**src/rtl/seg7_pkg.sv**
```systemverilog
// Shared types, segment patterns and BCD-to-segment conversion for the
// multiplexed 7-segment display driver.
package seg7_pkg;

    localparam int unsigned BCD_W = 4;
    localparam int unsigned SEG_W = 7;

    typedef logic [BCD_W-1:0] bcd_t;

    // Active-low patterns, bit order {g,f,e,d,c,b,a}
    localparam logic [SEG_W-1:0] SEG_0     = 7'b1000000;
    localparam logic [SEG_W-1:0] SEG_1     = 7'b1111001;
    localparam logic [SEG_W-1:0] SEG_2     = 7'b0100100;
    localparam logic [SEG_W-1:0] SEG_3     = 7'b0110000;
    localparam logic [SEG_W-1:0] SEG_4     = 7'b0011001;
    localparam logic [SEG_W-1:0] SEG_5     = 7'b0010010;
    localparam logic [SEG_W-1:0] SEG_6     = 7'b0000010;
    localparam logic [SEG_W-1:0] SEG_7     = 7'b1111000;
    localparam logic [SEG_W-1:0] SEG_8     = 7'b0000000;
    localparam logic [SEG_W-1:0] SEG_9     = 7'b0010000;
    localparam logic [SEG_W-1:0] SEG_BLANK = 7'b1111111;

    function automatic logic [SEG_W-1:0] bcd_to_seg(input bcd_t bcd);
        logic [SEG_W-1:0] pat;
        case (bcd)
            4'd0:    pat = SEG_0;
            4'd1:    pat = SEG_1;
            4'd2:    pat = SEG_2;
            4'd3:    pat = SEG_3;
            4'd4:    pat = SEG_4;
            4'd5:    pat = SEG_5;
            4'd6:    pat = SEG_6;
            4'd7:    pat = SEG_7;
            4'd8:    pat = SEG_8;
            4'd9:    pat = SEG_9;
            default: pat = SEG_BLANK;
        endcase
        return pat;
    endfunction

endpackage

```
**src/rtl/seg7_scan_n_btn_debounce.sv**
```systemverilog
// Pushbutton front end: 2-FF synchroniser, consecutive-cycle debouncer and
// registered press pulse that stays disarmed until a released level is seen.
module btn_debounce
    import seg7_pkg::*;
#(
    parameter int unsigned DEB_CYCLES = 16
) (
    input  logic clk,
    input  logic rst,
    input  logic din,
    output logic level,
    output logic rise
);

    localparam int unsigned DEB_W = $clog2(DEB_CYCLES + 1);

    logic             sync_1;
    logic             btn_s;
    logic [1:0]       sync_vld;
    logic [DEB_W-1:0] deb_cnt;
    logic             armed;
    logic             accept_c;

    assign accept_c = (btn_s != level) && (deb_cnt == DEB_W'(DEB_CYCLES - 1));

    // A button held through reset must not count: presses are only armed once
    // a genuine synchronised sample and the accepted level are both low.
    always_ff @(posedge clk) begin
        if (!rst) begin
            sync_1   <= 1'b0;
            btn_s    <= 1'b0;
            sync_vld <= 2'b00;
            deb_cnt  <= '0;
            level    <= 1'b0;
            rise     <= 1'b0;
            armed    <= 1'b0;
        end else begin
            sync_1   <= din;
            btn_s    <= sync_1;
            sync_vld <= {sync_vld[0], 1'b1};
            rise     <= 1'b0;
            if (btn_s == level) begin
                deb_cnt <= '0;
            end else if (accept_c) begin
                deb_cnt <= '0;
                level   <= btn_s;
                rise    <= btn_s & armed;
            end else begin
                deb_cnt <= deb_cnt + DEB_W'(1);
            end
            if (sync_vld[1] && !btn_s && !level) begin
                armed <= 1'b1;
            end
        end
    end

endmodule

```
**src/rtl/seg7_scan_n.sv**
```systemverilog
// Multiplexed common-anode 7-segment driver with a debounced up/down BCD
// event counter, wrap pulse and optional leading-zero blanking.
module seg7_scan_n
    import seg7_pkg::*;
#(
    parameter int unsigned DIGITS     = 4,
    parameter int unsigned SCAN_DIV   = 50000,
    parameter int unsigned DEB_CYCLES = 16
) (
    input  logic              clk,
    input  logic              rst,
    input  logic              button,
    input  logic              dir,
    input  logic              blank_lz,
    output logic [DIGITS-1:0] an,
    output logic [SEG_W-1:0]  seg,
    output logic              wrap
);

    localparam int unsigned IDX_W = (DIGITS > 1) ? $clog2(DIGITS) : 1;
    localparam int unsigned PRE_W = $clog2(SCAN_DIV);

    logic                    rise;
    logic                    btn_level;
    logic                    event_c;
    bcd_t [DIGITS-1:0]       dec_q;
    bcd_t [DIGITS-1:0]       dec_d;
    logic [DIGITS:0]         low_nine_c;
    logic [DIGITS:0]         low_zero_c;
    logic [DIGITS-1:0]       hi_zero_c;
    logic [PRE_W-1:0]        pre_q;
    logic                    tick_c;
    logic [IDX_W-1:0]        idx_q;
    logic [DIGITS-1:0]       an_c;
    logic                    blank_c;
    logic                    run_zero;

    btn_debounce #(
        .DEB_CYCLES(DEB_CYCLES)
    ) u_btn (
        .clk  (clk),
        .rst  (rst),
        .din  (button),
        .level(btn_level),
        .rise (rise)
    );

    // rise is only ever raised together with the accepted level going high
    assign event_c = rise & btn_level;

    // Carry/borrow chains from below and zero-run from the top for blanking
    always_comb begin
        low_nine_c    = '0;
        low_zero_c    = '0;
        hi_zero_c     = '0;
        run_zero      = 1'b1;
        low_nine_c[0] = 1'b1;
        low_zero_c[0] = 1'b1;
        for (int i = 0; i < int'(DIGITS); i++) begin
            low_nine_c[i+1] = low_nine_c[i] && (dec_q[i] == 4'd9);
            low_zero_c[i+1] = low_zero_c[i] && (dec_q[i] == 4'd0);
        end
        for (int i = int'(DIGITS) - 1; i >= 0; i--) begin
            run_zero     = run_zero && (dec_q[i] == 4'd0);
            hi_zero_c[i] = run_zero;
        end
    end

    always_comb begin
        dec_d = dec_q;
        for (int i = 0; i < int'(DIGITS); i++) begin
            if (event_c && dir && low_nine_c[i]) begin
                dec_d[i] = (dec_q[i] == 4'd9) ? 4'd0 : dec_q[i] + 4'd1;
            end else if (event_c && !dir && low_zero_c[i]) begin
                dec_d[i] = (dec_q[i] == 4'd0) ? 4'd9 : dec_q[i] - 4'd1;
            end
        end
    end

    assign tick_c  = (pre_q == PRE_W'(SCAN_DIV - 1));
    assign blank_c = blank_lz && (idx_q != '0) && hi_zero_c[idx_q];

    for (genvar i = 0; i < DIGITS; i++) begin : g_an
        assign an_c[i] = (idx_q != IDX_W'(i));
    end

    always_ff @(posedge clk) begin
        if (!rst) begin
            dec_q <= '0;
            pre_q <= '0;
            idx_q <= '0;
            an    <= '1;
            seg   <= SEG_BLANK;
            wrap  <= 1'b0;
        end else begin
            dec_q <= dec_d;
            pre_q <= tick_c ? '0 : pre_q + PRE_W'(1);
            if (tick_c) begin
                idx_q <= (idx_q == IDX_W'(DIGITS - 1)) ? '0 : idx_q + IDX_W'(1);
            end
            wrap <= event_c && (dir ? low_nine_c[DIGITS] : low_zero_c[DIGITS]);
            if (blank_c) begin
                an  <= '1;
                seg <= SEG_BLANK;
            end else begin
                an  <= an_c;
                seg <= bcd_to_seg(dec_q[idx_q]);
            end
        end
    end

endmodule

```
**config.mk**
```make
export PLATFORM = sky130hd
export DESIGN_NAME = seg7_scan_n
export DESIGN_NICKNAME = d
export VERILOG_FILES = /design/src/rtl/seg7_pkg.sv /design/src/rtl/seg7_scan_n_btn_debounce.sv /design/src/rtl/seg7_scan_n.sv
export SDC_FILE = /design/constraint.sdc
export NUM_CORES = 1
export LEC_CHECK = 0
export CAP_MARGIN = 25
export CORE_UTILIZATION = 55
export CTS_CLUSTER_DIAMETER = 120
export DETAILED_ROUTE_END_ITERATION = 10
export PLACE_DENSITY = 0.81
export SKIP_CTS_REPAIR_TIMING = 1
export SLEW_MARGIN = 20
export SYNTH_ARGS = -nofsm -noshare
export SYNTH_HDL_FRONTEND = slang
export SYNTH_SLANG_ARGS = --single-unit
```
**constraint.sdc**
```tcl
create_clock -name clk -period 5.52 [get_ports clk]
set_clock_uncertainty 0.1 [all_clocks]
set_input_delay 1.104 -clock clk [delete_from_list [all_inputs] [get_ports clk]]
set_output_delay 1.104 -clock clk [all_outputs]
set_load 0.1 [all_outputs]
```
==> results.yml <==
yosys:
  synth_compound_area_share_pct: 13.0
  synth-simple-area-share_pct: 26.0
  synth_area_leaders: "dfxtp_1, nor2_1, ha_1"
  synth_warnings: 0
  synth_top_family_by_area: "simple AND/OR/NAND/NOR gates"
  ys_seq_elements: 58
  synth_top_area_share_pct: 38.8
  synthMuxAreaShare_pct: 5.77
  synth_area_per_cell_um2: 8.47
  synth_common_cells: "dfxtp_1, nor2_1, nand2_1, o21ai_0, clkbuf_1"
  syn_inst: 353
  synth.distinct_cells: 51
  synthFlopType: "dfxtp_1"
  synth_top_area_cell: "dfxtp_1"
  synthArstFlopShare_pct: 0
  synth_most_common_cell: "dfxtp_1"
  mappedNetlistNets: 370
  syn_area_um2: 2990
  ys_seq_area_share_pct: 38.8
  synth_edf_count: 0
  yosys.area_share.adder_pct: 5.02
  synthXorXnorAreaFrac_pct: 6.74
die:
  core_um2: 5170
  fp.dieH_um: 75.7
  rows: 26
  start_util_pct: 57.8
  die_area_um2: 5740
  die_w_um: 75.7
  num_io_pins: 17
detailed_routing:
  drtPass1Iterations: 5
  drtAntennaViolNets: 0
  drc: 0
  wirelength_mm: 5.55
  via_per_inst: 5.73
  num_vias: 2483
  wl_per_cell_um: 12.8
  drt_iter0_drc: 157
global_route:
  overflow: 0
  grt_pass1_wl_mm: 9.11
  grt_max_degree: 19
  track_usage_pct: 21.5
  grt_pass1_vias: 2063
  antenna_found_initial: 0
worst_setup_path:
  cp_slowest_cell: "clkdlybuf4s50_1"
  critPathKind: "input port to flip-flop"
  crit_path_end_kind: "flip-flop"
  rrSetupSlack_ns: 2.84
  slowest_delay_ns: 0.79
  ff2ff_path_depth: 5
  r2r-start: "dec_q[0]"
  critPathArrivalTime_ns: 3.35
  worstPathRequired_ns: 5.60
  crit_chain: "clkdlybuf4s50_1 -> clkinv_1 -> a21oi_1 -> o21ai_0"
  rr_endpoint: "dec_q[14]"
  cp_max_fo: 18
  crit_path_start_kind: "input port"
sta:
  grt_setup_unrepaired: "no"
  slew_headroom_pct: 35.6
  tightest_slew_ns: 0.962
  setup_ws_ns: 2.25
  max_freq_mhz: 306
  setup_violations: 0
  maxSlewViolCount: 0
  fin_crit_sh_pct: 59.2
  setup_tns_ns: 0
  hold_viol_final: 0
  fin_crit_ns: 3.27
placed_design:
  dp_hpwl_mm: 3.82
  portBuffers: 16
  gp_congestion: 0.883
  place_ws_ns: 1.86
  placed_area_um2: 3140
cts:
  cts_max_level: 3
  clock_latency_ns: 0.34
  clock_path_buffers: 2
  cts_tree: "built"
  cts_root_buf: "clkbuf_8"
  cts.sinks: 58
  cts-buffers-inserted: 9
  clk_pin_slew_worst_paths_ns: 0.06
power:
  p_per_area_nw_per_um2: 258
  leakagePower_nw: 1.20
  peakVddDrop_v: 0.000186
worst_hold_path:
  hold_path_class: "flip-flop to flip-flop"
  min_from: "u_btn.sync_vld[0]"
  holdPathStages: 1
  holdPathEnd: "u_btn.sync_vld[1]"
outcome:
  outcome: "completed"
cells_and_area:
  area.growth.synth_to_final_pct: 11.8
  antennaDiodeCount: 0
  layout-drive-gt1-share_pct: 6.34
  fill_cells: 410
  nNetsFinal: 375
  postLayoutCellArea_um2: 3340
run:
  drv_cap: 0
-- placed cells by master, fill, tap and decap left out, types with 2 or more instances in the layout --
cell,count
nand3_1,12
o21a_1,2
nand2b_1,3
nor2_1,52
nor4b_1,2
nor4_1,9
nand2_1,23
or3_1,4
a21oi_1,15
clkinvlp_4,3
a211oi_1,3
nand3b_1,4
and3_1,5
or4_1,2
and2_1,5
nand4_1,6
inv_1,10
o21ai_0,21
mux2i_1,9
xnor2_1,8
clkbuf_8,10
nor2b_1,7
ha_1,12
o22ai_1,2
clkdlybuf4s50_1,16
a31oi_1,9
mux4_2,2
o31ai_1,3
nor3_1,4
o311ai_0,2
xor2_1,15
a311oi_1,2
and4_1,3
dfxtp_1,58
-- critical path, delay by kind of cell --
kind / cells / cell delay (ns)
AOI/OAI and AO/OA: 2 / 0.86
buffers and inverters: 2 / 1.39
-- layout make-up --
cell class / count / area [um^2] / share of cell area, %
clock buffer: 10 / 138 / 4.12
clock inverter: 6 / 66.3 / 1.98
timing repair buffer: 16 / 160 / 4.79
tap: 70 / 87.6 / 2.62
multi-input combinational: 262 / 1690 / 50.5
inverter: 11 / 41.3 / 1.23
sequential: 58 / 1160 / 34.7
-- registers in the layout (all words and copies together), names as in the netlist --
register / flops
seg: 7
u_btn.sync_vld: 2
dec_q: 16
u_btn.rise: 1
pre_q: 16
an: 4
u_btn.level: 1
wrap: 1
idx_q: 2
u_btn.sync_1: 1
u_btn.armed: 1
u_btn.deb_cnt: 5
u_btn.btn_s: 1
-- logic make-up after synthesis --
family	Yosys count
compound gates	64
mux	13
xor+xnor	23
fa+ha+maj	12
flops	58
simple gates	150
buf+inv	33
-- worst max-delay path by stage --
stage	start	endpoint	cells after the start	slack [ns]
4_1_cts	rst	seg[0]	4	2.22
3_5_place_dp	rst	seg[0]	4	1.86
2_1_floorplan	dir	dec_q[14]	6	2.72
3_3_place_gp	rst	seg[1]	4	2.00
6_report	rst	seg[0]	4	2.25
5_1_grt	rst	seg[0]	4	1.98
-- routing by layer --
layer | part of all wire (%) | vias to the layer above | routed length [um] | track usage (%)
met3 | 7.1 | 8 | 396 | 8.20
met4 | 1.5 | 0 | 86 | 10.1
met2 | 44 | 83 | 2460 | 33.9
met1 | 47 | 1136 | 2610 | 25.9
li1 | - | 1256 | - | -
met5 | 0 | - | 0 | 0
-- through the flow --
stage | power [W] | instances | utilization [%] | hold WS, ns
after floorplan | 0.000470 | 353 | - | 0.312
after global placement | 0.000481 | 417 | 60.7 | 0.313
after detailed placement | 0.000482 | 417 | 60.7 | 0.322
after CTS | 0.000874 | 433 | 64.7 | 0.337
after global routing | 0.000903 | 433 | 64.7 | 0.366
final | 0.000864 | 433 | 64.7 | 0.334
-- where the power goes --
group	total [W]	switching, W	internal [W]
Sequential	0.000428	0.00000318	0.000425
Combinational	0.0000434	0.0000322	0.0000113
Clock	0.000392	0.000172	0.000220
Total	0.000864	0.000208	0.000657
(Power assumes the default switching activity.)
